$ cat src/rtl/mips_mc_controller_if.sv
// Control bus between the multicycle MIPS controller and its datapath.
//   opcode, func, zero : instruction fields and ALU zero flag, from the datapath
//   reg_dst..reg_write : mux selects and write enables, to the datapath
// master = controller side, slave = datapath side.
interface mips_mc_controller_if;
   logic [5:0] opcode;
   logic [5:0] func;
   logic       zero;
   logic [1:0] reg_dst;
   logic [1:0] mem_to_reg;
   logic       ALU_srcA;
   logic [1:0] ALU_srcB;
   logic [1:0] pc_src;
   logic [2:0] alu_op;
   logic       pc_write_input;
   logic       IorD;
   logic       IR_write;
   logic       mem_read;
   logic       mem_write;
   logic       reg_write;

   modport master (
      input  opcode, func, zero,
      output reg_dst, mem_to_reg, ALU_srcA, ALU_srcB, pc_src, alu_op,
             pc_write_input, IorD, IR_write, mem_read, mem_write, reg_write
   );

   modport slave (
      output opcode, func, zero,
      input  reg_dst, mem_to_reg, ALU_srcA, ALU_srcB, pc_src, alu_op,
             pc_write_input, IorD, IR_write, mem_read, mem_write, reg_write
   );
endinterface

$ cat src/rtl/mips_mc_controller.sv
// Moore control FSM for the multicycle MIPS core.
//   clk     : system clock, rising edge
//   rst     : asynchronous active-low reset
//   bus     : control bus (master side), see mips_mc_controller_if
//   state   : current state code, debug
//   illegal : sticky, set when DECODE meets an undecodable instruction
//   retired : completed-instruction count, wraps
module mips_mc_controller #(
   parameter int CNT_W = 16
) (
   input  logic                 clk,
   input  logic                 rst,
   mips_mc_controller_if.master bus,
   output logic [3:0]           state,
   output logic                 illegal,
   output logic [CNT_W-1:0]     retired
);

   typedef enum logic [3:0] {
      FETCH     = 4'd0,
      DECODE    = 4'd1,
      MEM_ADDR  = 4'd2,
      MEM_READ  = 4'd3,
      MEM_WB    = 4'd4,
      MEM_WRITE = 4'd5,
      R_EXEC    = 4'd6,
      R_WB      = 4'd7,
      BRANCH    = 4'd8,
      JUMP      = 4'd9,
      JAL       = 4'd10,
      JR        = 4'd11,
      I_EXEC    = 4'd12,
      I_WB      = 4'd13
   } state_t;

   localparam logic [5:0] OP_RTYPE = 6'b000000;
   localparam logic [5:0] OP_LW    = 6'b100011;
   localparam logic [5:0] OP_SW    = 6'b101011;
   localparam logic [5:0] OP_BEQ   = 6'b000100;
   localparam logic [5:0] OP_BNE   = 6'b000101;
   localparam logic [5:0] OP_J     = 6'b000010;
   localparam logic [5:0] OP_JAL   = 6'b000011;
   localparam logic [5:0] OP_ADDI  = 6'b001000;
   localparam logic [5:0] OP_SLTI  = 6'b001010;
   localparam logic [5:0] FN_JR    = 6'b001000;

   localparam logic [2:0] ALU_ADD = 3'b000;
   localparam logic [2:0] ALU_SUB = 3'b001;
   localparam logic [2:0] ALU_AND = 3'b010;
   localparam logic [2:0] ALU_OR  = 3'b011;
   localparam logic [2:0] ALU_SLT = 3'b100;

   typedef struct packed {
      logic [1:0] reg_dst;
      logic [1:0] mem_to_reg;
      logic       src_a;
      logic [1:0] src_b;
      logic [1:0] pc_src;
      logic [2:0] alu_op;
      logic       pc_write;
      logic       iord;
      logic       ir_write;
      logic       mem_read;
      logic       mem_write;
      logic       reg_write;
   } ctrl_t;

   state_t                 state_q;
   state_t                 nxt;
   ctrl_t                  ctrl_q;
   logic                   branch_q;
   logic                   bne_q;
   logic                   illegal_q;
   logic [CNT_W-1:0]       retired_q;
   logic                   retire;
   logic                   decode_fail;

   function automatic logic is_r_alu(input logic [5:0] f);
      case (f)
         6'b100000, 6'b100010, 6'b100100, 6'b100101, 6'b101010: is_r_alu = 1'b1;
         default:                                               is_r_alu = 1'b0;
      endcase
   endfunction

   function automatic logic [2:0] r_alu_op(input logic [5:0] f);
      case (f)
         6'b100010: r_alu_op = ALU_SUB;
         6'b100100: r_alu_op = ALU_AND;
         6'b100101: r_alu_op = ALU_OR;
         6'b101010: r_alu_op = ALU_SLT;
         default:   r_alu_op = ALU_ADD;
      endcase
   endfunction

   // Outputs belonging to state s; opcode/func only refine the ALU op.
   function automatic ctrl_t decode(input state_t s, input logic [5:0] op, input logic [5:0] f);
      ctrl_t c;
      c        = '0;
      c.alu_op = ALU_ADD;
      case (s)
         FETCH: begin
            c.mem_read = 1'b1; c.ir_write = 1'b1; c.src_b = 2'd1; c.pc_write = 1'b1;
         end
         DECODE:    c.src_b = 2'd3;
         MEM_ADDR:  begin c.src_a = 1'b1; c.src_b = 2'd2; end
         MEM_READ:  begin c.mem_read = 1'b1; c.iord = 1'b1; end
         MEM_WB:    begin c.mem_to_reg = 2'd1; c.reg_write = 1'b1; end
         MEM_WRITE: begin c.mem_write = 1'b1; c.iord = 1'b1; end
         R_EXEC:    begin c.src_a = 1'b1; c.alu_op = r_alu_op(f); end
         R_WB:      begin c.reg_dst = 2'd1; c.reg_write = 1'b1; end
         I_EXEC: begin
            c.src_a  = 1'b1;
            c.src_b  = 2'd2;
            c.alu_op = (op == OP_SLTI) ? ALU_SLT : ALU_ADD;
         end
         I_WB:      c.reg_write = 1'b1;
         BRANCH:    begin c.src_a = 1'b1; c.alu_op = ALU_SUB; c.pc_src = 2'd2; end
         JUMP:      begin c.pc_src = 2'd1; c.pc_write = 1'b1; end
         JAL: begin
            c.reg_dst = 2'd2; c.mem_to_reg = 2'd2; c.reg_write = 1'b1;
            c.pc_src  = 2'd1; c.pc_write   = 1'b1;
         end
         JR:        begin c.pc_src = 2'd3; c.pc_write = 1'b1; end
         default:   c = c;
      endcase
      return c;
   endfunction

   always_comb begin
      nxt         = FETCH;
      retire      = 1'b0;
      decode_fail = 1'b0;
      case (state_q)
         FETCH: nxt = DECODE;
         DECODE: begin
            case (bus.opcode)
               OP_RTYPE: begin
                  if (is_r_alu(bus.func))     nxt = R_EXEC;
                  else if (bus.func == FN_JR) nxt = JR;
                  else                        decode_fail = 1'b1;
               end
               OP_LW, OP_SW:    nxt = MEM_ADDR;
               OP_BEQ, OP_BNE:  nxt = BRANCH;
               OP_J:            nxt = JUMP;
               OP_JAL:          nxt = JAL;
               OP_ADDI, OP_SLTI: nxt = I_EXEC;
               default:         decode_fail = 1'b1;
            endcase
         end
         MEM_ADDR: nxt = (bus.opcode == OP_SW) ? MEM_WRITE : MEM_READ;
         MEM_READ: nxt = MEM_WB;
         R_EXEC:   nxt = R_WB;
         I_EXEC:   nxt = I_WB;
         MEM_WB, MEM_WRITE, R_WB, I_WB, BRANCH, JUMP, JAL, JR: retire = 1'b1;
         default:  nxt = FETCH;
      endcase
   end

   // Outputs are registered from the next state, so the reset value is the
   // FETCH decode; the write enables are additionally gated by rst below.
   always_ff @(posedge clk or negedge rst) begin
      if (!rst) begin
         state_q   <= FETCH;
         ctrl_q    <= decode(FETCH, '0, '0);
         branch_q  <= 1'b0;
         bne_q     <= 1'b0;
         illegal_q <= 1'b0;
         retired_q <= '0;
      end else begin
         state_q  <= nxt;
         ctrl_q   <= decode(nxt, bus.opcode, bus.func);
         branch_q <= (nxt == BRANCH);
         if (nxt == BRANCH) bne_q <= (bus.opcode == OP_BNE);
         if (decode_fail)   illegal_q <= 1'b1;
         if (retire)        retired_q <= retired_q + {{(CNT_W-1){1'b0}}, 1'b1};
      end
   end

   // zero arrives in the BRANCH cycle itself, so the branch condition is
   // resolved combinationally on top of the registered enable.
   assign bus.pc_write_input = rst & (ctrl_q.pc_write | (branch_q & (bus.zero ^ bne_q)));
   assign bus.IR_write       = rst & ctrl_q.ir_write;
   assign bus.reg_write      = rst & ctrl_q.reg_write;
   assign bus.mem_write      = rst & ctrl_q.mem_write;
   assign bus.mem_read       = ctrl_q.mem_read;
   assign bus.IorD           = ctrl_q.iord;
   assign bus.reg_dst        = ctrl_q.reg_dst;
   assign bus.mem_to_reg     = ctrl_q.mem_to_reg;
   assign bus.ALU_srcA       = ctrl_q.src_a;
   assign bus.ALU_srcB       = ctrl_q.src_b;
   assign bus.pc_src         = ctrl_q.pc_src;
   assign bus.alu_op         = ctrl_q.alu_op;

   assign state   = state_q;
   assign illegal = illegal_q;
   assign retired = retired_q;

endmodule

$ cat src/flat_wrapper.sv
// flat-port wrapper written by rule: the top's interface ports become plain ports
module mips_mc_controller_flat 
#(
   parameter int CNT_W = 16
)
  (clk, rst, state, illegal, retired, bus_opcode, bus_func, bus_zero, bus_reg_dst, bus_mem_to_reg, bus_ALU_srcA, bus_ALU_srcB, bus_pc_src, bus_alu_op, bus_pc_write_input, bus_IorD, bus_IR_write, bus_mem_read, bus_mem_write, bus_reg_write);
  mips_mc_controller_if bus_i ();
  input  logic clk;
  input  logic rst;
  output logic [3:0] state;
  output logic illegal;
  output logic [CNT_W-1:0] retired;
  input wire logic [$bits(bus_i.opcode)-1:0] bus_opcode;
  input wire logic [$bits(bus_i.func)-1:0] bus_func;
  input wire logic [$bits(bus_i.zero)-1:0] bus_zero;
  output wire logic [$bits(bus_i.reg_dst)-1:0] bus_reg_dst;
  output wire logic [$bits(bus_i.mem_to_reg)-1:0] bus_mem_to_reg;
  output wire logic [$bits(bus_i.ALU_srcA)-1:0] bus_ALU_srcA;
  output wire logic [$bits(bus_i.ALU_srcB)-1:0] bus_ALU_srcB;
  output wire logic [$bits(bus_i.pc_src)-1:0] bus_pc_src;
  output wire logic [$bits(bus_i.alu_op)-1:0] bus_alu_op;
  output wire logic [$bits(bus_i.pc_write_input)-1:0] bus_pc_write_input;
  output wire logic [$bits(bus_i.IorD)-1:0] bus_IorD;
  output wire logic [$bits(bus_i.IR_write)-1:0] bus_IR_write;
  output wire logic [$bits(bus_i.mem_read)-1:0] bus_mem_read;
  output wire logic [$bits(bus_i.mem_write)-1:0] bus_mem_write;
  output wire logic [$bits(bus_i.reg_write)-1:0] bus_reg_write;
  assign bus_i.opcode = bus_opcode;
  assign bus_i.func = bus_func;
  assign bus_i.zero = bus_zero;
  assign bus_reg_dst = bus_i.reg_dst;
  assign bus_mem_to_reg = bus_i.mem_to_reg;
  assign bus_ALU_srcA = bus_i.ALU_srcA;
  assign bus_ALU_srcB = bus_i.ALU_srcB;
  assign bus_pc_src = bus_i.pc_src;
  assign bus_alu_op = bus_i.alu_op;
  assign bus_pc_write_input = bus_i.pc_write_input;
  assign bus_IorD = bus_i.IorD;
  assign bus_IR_write = bus_i.IR_write;
  assign bus_mem_read = bus_i.mem_read;
  assign bus_mem_write = bus_i.mem_write;
  assign bus_reg_write = bus_i.reg_write;
  mips_mc_controller #(.CNT_W(CNT_W)) u_core (.clk(clk), .rst(rst), .bus(bus_i), .state(state), .illegal(illegal), .retired(retired));
endmodule
$ cat config.mk
export PLATFORM = sky130hd
export DESIGN_NAME = mips_mc_controller_flat
export DESIGN_NICKNAME = d
export VERILOG_FILES = /design/src/rtl/mips_mc_controller_if.sv /design/src/rtl/mips_mc_controller.sv /design/src/flat_wrapper.sv
export SDC_FILE = /design/constraint.sdc
export NUM_CORES = 1
export LEC_CHECK = 0
export ABC_AREA = 1
export ABC_CLOCK_PERIOD_IN_PS = 1700
export BUFFER_PORTS_ARGS = -buffer_cell sky130_fd_sc_hd__buf_2
export CELL_PAD_IN_SITES_DETAIL_PLACEMENT = 1
export CELL_PAD_IN_SITES_GLOBAL_PLACEMENT = 2
export CORE_MARGIN = 2
export CORE_UTILIZATION = 27
export DETAILED_ROUTE_END_ITERATION = 8
export HOLD_SLACK_MARGIN = 0.05
export PLACE_DENSITY_LB_ADDON = 0.1
export SYNTH_ARGS = -nofsm -noshare
export SYNTH_HDL_FRONTEND = slang
export SYNTH_SLANG_ARGS = --single-unit
$ cat constraint.sdc
create_clock -name clk -period 1.7 [get_ports clk]
set_clock_uncertainty 0.15 [all_clocks]
set_input_delay 0.425 -clock clk [delete_from_list [all_inputs] [get_ports clk]]
set_output_delay 0.425 -clock clk [all_outputs]
set_load 0.01 [all_outputs]
==> results.py, run 1 <==
metrics = {
    "sta": {
        "drv_slew": 0,
        "period_share_pct": 103.7,
        "whs_ns": 0.08222,
        "tightest_slew_ns": 0.3984,
        "worst_slack_ns": -0.06223,
        "slew_headroom_pct": 73.21,
        "period_minus_slack_ns": 1.762,
        "setup_viol": 13,
        "hold_violations": 0,
        "fmax_ghz": 0.5675,
        "rsz0062_at_grt": "yes",
    },
    "worst_setup_path": {
        "worstPathRequired_ns": 1.78,
        "crit_arrival_ns": 1.84,
        "end_kind": "register",
        "r2r_cells": 9,
        "crit_type": "register to register",
        "start_kind": "register",
        "worstPathMaxFanout": 5,
    },
    "final_layout": {
        "antennaDiodeCount": 0,
        "area_growth_pct": 59.28,
        "largest_reg_flops": 16,
        "mostFrequentLayoutCells": "buf_4 (58), buf_2 (51), nand2_1 (42), dfrtp_1 (32), inv_1 (29)",
        "final_layout_size_suffix_gt1_share_pct": 52.96,
        "layout_commonest_cell": "buf_4",
        "fin_nets": 387,
        "stdcell_count": 474,
        "stdcell_area_um2": 3382,
    },
    "die": {
        "rows": 32,
        "core_um2": 7687,
        "initial_utilization_pct": 27.62,
        "die_h_um": 92.68,
        "die_x_um": 92.68,
        "io_pins": 54,
        "dieArea_um2": 8590,
    },
    "logic_synthesis": {
        "ys_warn_count": 0,
        "avgSynthCellArea_um2": 8.392,
        "synth_cells": 253,
        "synth-seq-cells": 40,
        "yosysSeqAreaShare_pct": 47.38,
        "ys_types": 33,
        "synth_fp_nets": 269,
        "netlist_area_um2": 2123,
    },
    "clock_network": {
        "cts_buffer_depth": 2,
        "cts_tree": "done",
        "cts-htree-levels": 2,
        "clk_pin_slew_ns": 0.08,
        "cts.sinks": 40,
        "numCtsBuffers": 5,
        "root_buffer": "clkbuf_8",
        "clkLatencyLatePin_ns": 0.29,
    },
    "global_route": {
        "track_usage_pct": 14.66,
        "grt_pass1_vias": 2153,
        "grt_pass1_wl_mm": 9.873,
        "grt_max_degree": 16,
        "grt_overflow_total": 0,
        "antenna_found_initial": 0,
    },
    "power_and_ir_drop": {
        "p_per_area_nw_per_um2": 981.9,
        "ir_drop_uv": 372.6,
        "p_leak_nw": 1.918,
    },
    "place": {
        "hpwl_mm": 4.581,
        "dpl_cell_area_um2": 2831,
        "placed_cells_incl_taps": 450,
        "gp_congestion": 0.7685,
        "portBuffers": 53,
    },
    "route": {
        "viasPerCell": 4.335,
        "vias": 2055,
        "wl_per_cell_um": 12.69,
        "drc": 0,
        "routed_wl_mm": 6.017,
        "drt_iter0_drc": 21,
        "drtAntennaViolNets": 0,
        "firstDrtPassIters": 3,
    },
    "run_status": {
        "violations": "setup timing",
        "outcome": "finished with violations",
    },
    "hold_path": {
        "min-delay-path-class": "primary input to async pin",
    },
    "flow_run": {
        "drv_cap": 0,
    },
}
[layout make-up]
| cell class | count | area, µm² |
|---|---|---|
| Fill cell | 948 | 4305 |
| Multi-Input combinational cell | 165 | 1152 |
| Sequential cell | 40 | 1011 |
| Timing Repair Buffer | 122 | 835.8 |
| Inverter | 37 | 143.9 |
| Tap cell | 102 | 127.6 |
| Clock buffer | 5 | 68.82 |
| Clock inverter | 3 | 42.54 |
[final timing paths]
path / startpoint / end / slack (ns)
min in group clk: u_core.illegal$_DFFE_PN0P_ / u_core.illegal$_DFFE_PN0P_ / 0.33
min: rst / u_core.bus.mem_to_reg[1]$_DFF_PN0_ / 0.08
min reg2reg: u_core.illegal$_DFFE_PN0P_ / u_core.illegal$_DFFE_PN0P_ / 0.33
max: u_core.state[3]$_DFF_PN0_ / u_core.bus.alu_op[2]$_DFF_PN0_ / -0.06
max reg2reg: u_core.state[3]$_DFF_PN0_ / u_core.bus.alu_op[2]$_DFF_PN0_ / -0.06
max in group asynchronous: rst / u_core.retired[1]$_DFFE_PN0P_ / 0.67
[per-stage QoR]
step	util [%]	setup slack, ns	total power, mW	TNS (ns)
floorplan	-	0.05555	1.722	0
global placement	36.83	-0.3036	2.214	-3.599
detailed placement	36.83	-0.2874	2.227	-3.421
CTS	41.91	-0.06876	3.245	-0.4248
global route	43.99	-0.1654	3.532	-2.440
finish	43.99	-0.06223	3.321	-0.3498
[synthesized netlist by cell type]
library cell  instances  area, µm²
inv_2                 4      15.01
mux2_2                1      11.26
inv_1                33      123.9
nor2_2                4      25.02
nand2_1              56      210.2
ha_1                  1      12.51
o21ai_1               4      20.02
a21oi_2               2      17.52
nor3_2                3      30.03
nor4_2                1      12.51
o21ai_0               2      10.01
xor2_1               11      96.34
nand4_1               7      43.79
o21a_1                1      7.510
nor2_1               28      105.1
or2_1                 1      6.260
nand3b_1              1      7.510
nand2_2               4      25.02
o21bai_1              1      7.510
o31ai_1               1      7.510
nand3_2               2      20.02
nor4_1                2      12.51
nand3_1              21      105.1
a21oi_1               2      10.01
dfrtp_1              36      900.9
nand3_4               1      17.52
nor3_1                2      10.01
nand2_4               1      11.26
xnor2_1               3      26.28
nor3_4                1      16.27
dfstp_2               4      105.1
nor2_4                1      11.26
buf_4                11      82.58
[power by group]
group          internal (mW)  switching [mW]
Combinational          0.625           0.706
Sequential              1.12          0.0888
Clock                  0.434           0.343
[cell families (layout without fill, tap and decap cells)]
family	after synthesis	in the layout	synth area share, %
buffers and inverters	48	167	10.43
flip-flops	40	40	47.38
AND/OR/NAND/NOR	136	136	31.53
AO/OA/AOI/OAI	13	13	3.772
XOR/XNOR	14	14	5.775
adder cells (fa/ha/maj)	1	1	0.5892
multiplexers	1	1	0.5303
[per-layer routing]
| metal | part of all wire (%) | up-vias | global-route usage (%) |
|---|---|---|---|
| li1 | - | 1022 | - |
| met1 | 41 | 988 | 16.60 |
| met2 | 54 | 38 | 27.49 |
| met3 | 3.4 | 7 | 2.522 |
| met4 | 1.8 | 0 | 5.270 |
| met5 | 0 | - | 0 |
[critical path, stage by stage, from the launching register on]
cell	delay, ns
dfrtp_2	0.45
buf_6	0.13
nor2_4	0.12
nand2_2	0.09
inv_1	0.13
a21oi_4	0.05
buf_4	0.15
a21oi_4	0.23
nand3_2	0.09
nand2_2	0.09
[repair_timing]
action,4_1_cts,5_1_grt
pin swaps,23,17
buffers inserted,16,0
hold buffers,1,0
setup endpoints to repair,21,28
gates resized for setup,41,41
cloned,0,0
hold endpoints to repair,4,0
(Power assumes the default switching activity.)
==> inputs of run 2 (changes only) <==
Settings changed: BUFFER_PORTS_ARGS -buffer_cell sky130_fd_sc_hd__buf_2 to default, CORE_UTILIZATION 27 to 32, DONT_BUFFER_PORTS from default to 1, GPL_ROUTABILITY_DRIVEN from default to 0.
==> results.py, run 2 (same netlist as run 1, synthesis figures left out) <==
metrics = {
    "global_route": {
        "grt_pass1_wl_mm": 9.508,
        "grt_overflow_total": 0,
        "track_usage_pct": 16.66,
        "antenna_found_initial": 0,
        "grt_max_degree": 41,
        "grt_pass1_vias": 2001,
    },
    "final_layout": {
        "area_growth_pct": 46.55,
        "fin_util_pct": 48.73,
        "fin_nets": 344,
        "final_layout_size_suffix_gt1_share_pct": 46.20,
        "antennaDiodeCount": 0,
        "multiInputGateArea_um2": 1115,
        "nFillCells": 753,
        "regArea_um2": 1011,
        "mostFrequentLayoutCells": "buf_4 (67), nand2_1 (42), dfrtp_1 (32), inv_1 (30), nor2_1 (22)",
        "layout_commonest_cell": "buf_4",
        "largest_reg_flops": 16,
    },
    "power_and_ir_drop": {
        "p_leak_nw": 1.689,
        "switchingPower_mw": 1.101,
        "clockPowerShare_pct": 18.9,
        "p_per_area_nw_per_um2": 1041,
        "power_frac_comb_pct": 42.7,
        "swShare_pct": 33.99,
        "ir_drop_uv": 520.4,
        "internal-power_mw": 2.138,
        "seq_power_share_pct": 38.3,
    },
    "clock_network": {
        "cts_tree": "done",
        "cts-htree-levels": 2,
        "clk_pin_slew_ns": 0.08,
        "cts.sinks": 40,
        "clkLatencyLatePin_ns": 0.29,
        "root_buffer": "clkbuf_8",
        "cts_buffer_depth": 2,
        "numCtsBuffers": 5,
    },
    "die": {
        "core_um2": 6386,
        "rows": 29,
        "die_h_um": 85.46,
        "die_x_um": 85.46,
        "dieArea_um2": 7303,
        "io_pins": 54,
        "initial_utilization_pct": 33.25,
    },
    "place": {
        "hpwl_mm": 4.172,
        "place_ws_ns": -0.2618,
        "portBuffers": 0,
    },
    "sta": {
        "rsz0062_at_grt": "yes",
        "tightest_slew_ns": 0.3627,
        "fmax_ghz": 0.5462,
        "period_share_pct": 107.7,
        "period_minus_slack_ns": 1.831,
        "hold_violations": 0,
        "whs_ns": 0.2004,
        "worst_slack_ns": -0.1310,
        "drv_slew": 0,
        "setup_viol": 16,
        "slew_headroom_pct": 75.61,
    },
    "run_status": {
        "violations": "setup timing",
        "outcome": "finished with violations",
    },
    "worst_setup_path": {
        "crit_arrival_ns": 1.92,
        "worstPathMaxFanout": 5,
        "end_kind": "register",
        "cpLargestDelayFamily": "simple AND/OR/NAND/NOR gates",
        "cpMaxStageDelayCell": "dfrtp_2",
        "path_cells": "nor2_1 -> nand3_4 -> buf_4 -> inv_1 -> a21oi_2 -> nor2_4 -> nand2_4 -> buf_4 -> inv_1",
        "crit_buf_inv": 4,
        "worstPathRequired_ns": 1.79,
        "crit_type": "register to register",
        "slowest_delay_ns": 0.46,
        "start_kind": "register",
    },
    "route": {
        "wl_per_cell_um": 14.49,
        "vias": 1885,
        "drtAntennaViolNets": 0,
        "drc": 0,
        "drt_iter0_drc": 14,
        "routed_wl_mm": 5.884,
        "viasPerCell": 4.643,
        "firstDrtPassIters": 4,
    },
    "hold_path": {
        "min-delay-path-class": "primary input to register",
    },
    "flow_run": {
        "drv_cap": 0,
    },
}
==> run 2: cell count changes in the layout (fill, tap and decap cells not counted), sizes merged <==
cell,delta
clkbuf,+1
buf,-43
bufinv,-1
==> run 2: cell type report <==
class	count	area share (%)
inverters	37	4.544
clock buffers	6	2.332
repair buffers	79	21.31
flip-flops and latches	40	32.49
clock inverters	2	0.4021
well taps	77	3.096
multi-input cells	165	35.83
==> run 2: per-stage QoR <==
step           TNS (ns)  cells  area [µm²]  total power, mW
2_1_floorplan         0    253        2123            1.722
3_3_place_gp     -2.308    375        2570            2.189
3_5_place_dp     -2.535    375        2570            2.197
4_1_cts         -0.9413    396        2949            3.127
5_1_grt          -3.281    406        3112            3.437
6_report         -1.020    406        3112            3.240
==> run 2: what timing repair did <==
action / in CTS / in global routing
endpoints found under the setup margin: 20 / 26
gates resized for setup: 46 / 22
hold buffers: 2 / 0
setup buffers: 11 / 10
pin swaps: 20 / 23
endpoints found under the hold margin: 40 / 0
==> run 2: worst paths after layout <==
check,depth (start not counted),from,end,slack (ns)
worst max-delay path,9,u_core.state[0]$_DFF_PN0_,u_core.branch_q$_DFF_PN0_,-0.13
worst min-delay path,3,bus_opcode[0],u_core.bus.alu_op[2]$_DFF_PN0_,0.20
worst max register to register,9,u_core.state[0]$_DFF_PN0_,u_core.branch_q$_DFF_PN0_,-0.13
worst min register to register,1,u_core.retired[14]$_DFFE_PN0P_,u_core.retired[14]$_DFFE_PN0P_,0.42
max in group asynchronous,2,rst,u_core.ctrl_q[5]$_DFF_PN1_,0.68
min in group asynchronous,2,rst,u_core.retired[8]$_DFFE_PN0P_,0.46
==> run 2: layer usage <==
metal / wire length [µm] / track usage, %
met4: 108 / 5.195
met1: 2301 / 18.81
met5: 0 / 0
met3: 241 / 3.599
met2: 3232 / 31.04
==> run 2: worst reg2reg max path, stage by stage, from the launching register on <==
cell,delay (ns)
dfrtp_2,0.46
nor2_1,0.27
nand3_4,0.13
buf_4,0.18
inv_1,0.08
a21oi_2,0.06
nor2_4,0.20
nand2_4,0.09
buf_4,0.14
inv_1,0.04
==> run 2: power by group through the flow <==
| stage | clock [mW] | combinational (mW) | sequential (mW) |
|---|---|---|---|
| 6_report | 0.614 | 1.38 | 1.24 |
| 5_1_grt | 0.676 | 1.50 | 1.26 |
| 4_1_cts | 0.649 | 1.24 | 1.23 |
| 3_5_place_dp | 0 | 0.946 | 1.25 |
| 3_3_place_gp | 0 | 0.941 | 1.25 |
| 2_1_floorplan | 0 | 0.463 | 1.26 |
==> inputs of run 3 (changes only) <==
Settings changed: CORE_MARGIN 2 to default, SETUP_SLACK_MARGIN from default to 0.1.
==> results.py, run 3 (same netlist as run 1, synthesis figures left out) <==
metrics = {
    "clock_network": {
        "cts-htree-levels": 2,
        "cts.sinks": 40,
        "clkLatencyLatePin_ns": 0.29,
        "numCtsBuffers": 5,
        "cts_buffer_depth": 2,
        "root_buffer": "clkbuf_8",
        "clk_pin_slew_ns": 0.08,
        "cts_tree": "done",
    },
    "sta": {
        "period_minus_slack_ns": 1.803,
        "hold_violations": 0,
        "rsz0062_at_grt": "yes",
        "drv_slew": 0,
        "fmax_ghz": 0.5548,
        "setup_tns_ns": -0.8858,
        "tightest_slew_ns": 0.4277,
        "whs_ns": 0.1891,
        "period_share_pct": 106.0,
        "worst_slack_ns": -0.1026,
        "setup_viol": 14,
        "slew_headroom_pct": 71.24,
    },
    "worst_setup_path": {
        "worstPathMaxFanout": 5,
        "cpMostUsedCell": "nor2_4",
        "worstPathRequired_ns": 1.78,
        "crit_type": "register to register",
        "start_kind": "register",
        "path_cells": "inv_1 -> nor2_4 -> nand2_2 -> nand2_4 -> nor3_4 -> nand2_8 -> buf_6 -> nor2_4 -> nand2_1 -> nand3_1",
        "crit_buf_inv": 2,
        "cpLargestDelayFamily": "simple AND/OR/NAND/NOR gates",
        "crit_arrival_ns": 1.88,
        "end_kind": "register",
        "cpMaxStageDelayCell": "dfrtp_2",
        "slowest_delay_ns": 0.45,
    },
    "final_layout": {
        "layout_commonest_cell": "buf_4",
        "nFillCells": 758,
        "fin_util_pct": 49.24,
        "stdcell_count": 397,
        "area_growth_pct": 48.09,
        "mostFrequentLayoutCells": "buf_4 (54), nand2_1 (41), dfrtp_1 (32), inv_1 (23)",
        "regArea_um2": 1011,
        "fin_nets": 335,
        "largest_reg_flops": 16,
        "antennaDiodeCount": 0,
        "final_layout_size_suffix_gt1_share_pct": 49.69,
        "multiInputGateArea_um2": 1179,
    },
    "global_route": {
        "grt_max_degree": 41,
        "grt_pass1_vias": 2077,
        "antenna_found_initial": 0,
        "track_usage_pct": 17.76,
        "grt_overflow_total": 0,
        "grt_pass1_wl_mm": 9.735,
    },
    "route": {
        "drt_iter0_drc": 30,
        "wl_per_cell_um": 14.49,
        "drtAntennaViolNets": 0,
        "vias": 1865,
        "viasPerCell": 4.698,
        "drc": 0,
        "firstDrtPassIters": 4,
        "routed_wl_mm": 5.752,
    },
    "run_status": {
        "outcome": "finished with violations",
        "violations": "setup timing",
    },
    "place": {
        "placed_cells_incl_taps": 367,
        "hpwl_mm": 4.202,
        "portBuffers": 0,
    },
    "die": {
        "dieArea_um2": 6965,
        "die_h_um": 83.46,
        "initial_utilization_pct": 33.25,
        "rows": 29,
        "die_x_um": 83.46,
        "core_um2": 6386,
        "io_pins": 54,
    },
    "power_and_ir_drop": {
        "ir_drop_uv": 461.5,
        "p_leak_nw": 1.678,
        "p_per_area_nw_per_um2": 1053,
    },
    "hold_path": {
        "min-delay-path-class": "primary input to register",
    },
    "flow_run": {
        "drv_cap": 0,
    },
}
run 3: cell count changes in the layout (fill, tap and decap cells not counted), sizes merged:
| cell | before | now |
|---|---|---|
| buf | 78 | 69 |
| bufinv | 0 | 1 |
| clkbuf | 6 | 5 |
run 3: area by class of cell:
class                   instances  area share [%]
multi-input cells             165           37.49
clock inverters                 3           1.353
inverters                      37           4.895
well taps                      77           3.064
flip-flops and latches         40           32.15
clock buffers                   5           2.189
repair buffers                 70           18.86
run 3: path summary, 6_finish.rpt:
check	from	end	slack [ns]	cells after the start
max	u_core.state[2]$_DFF_PN0_	u_core.bus.ALU_srcB[1]$_DFF_PN0_	-0.10	10
min	bus_opcode[0]	u_core.bus.alu_op[2]$_DFF_PN0_	0.19	3
max reg2reg	u_core.state[2]$_DFF_PN0_	u_core.bus.ALU_srcB[1]$_DFF_PN0_	-0.10	10
min reg2reg	u_core.retired[14]$_DFFE_PN0P_	u_core.retired[14]$_DFFE_PN0P_	0.41	1
max in group asynchronous	rst	u_core.ctrl_q[5]$_DFF_PN1_	0.67	2
min in group asynchronous	rst	u_core.bus.reg_dst[0]$_DFF_PN0_	0.46	2
run 3: report_power, final:
| part | switching (mW) | internal (mW) |
|---|---|---|
| Sequential | 0.116 | 1.13 |
| Combinational | 0.660 | 0.629 |
| Clock | 0.345 | 0.435 |
| Total | 1.12 | 2.19 |
run 3: worst register-to-register path: stages, from the launching register on:
cell     delay, ns
dfrtp_2       0.45
inv_1         0.11
nor2_4        0.06
nand2_2       0.09
nand2_4       0.07
nor3_4        0.26
nand2_8       0.10
buf_6         0.14
nor2_4        0.14
nand2_1       0.09
nand3_1       0.09
run 3: through the flow:
step	power, mW	cell area (µm²)	worst slack, ns
after global routing	3.513	3144	-0.1800
after global placement	2.082	2542	-0.2439
after floorplan	1.746	2168	0.08737
after detailed placement	2.089	2542	-0.1759
final	3.310	3144	-0.1026
after CTS	3.206	3008	-0.05373
run 3: what timing repair did:
| item | 4_1_cts | 5_1_grt |
|---|---|---|
| hold buffers | 2 | 0 |
| pin swaps | 25 | 15 |
| hold endpoints to repair | 40 | 0 |
| endpoints found under the setup margin | 27 | 33 |
| buffers inserted | 13 | 9 |
| resized for setup | 61 | 21 |
run 3: metal layers:
metal,up-vias,wire [µm],track usage [%]
met4,0,73,5.085
li1,923,-,-
met1,896,2287,19.38
met5,-,0,0
met2,41,3187,33.90
met3,5,204,4.253
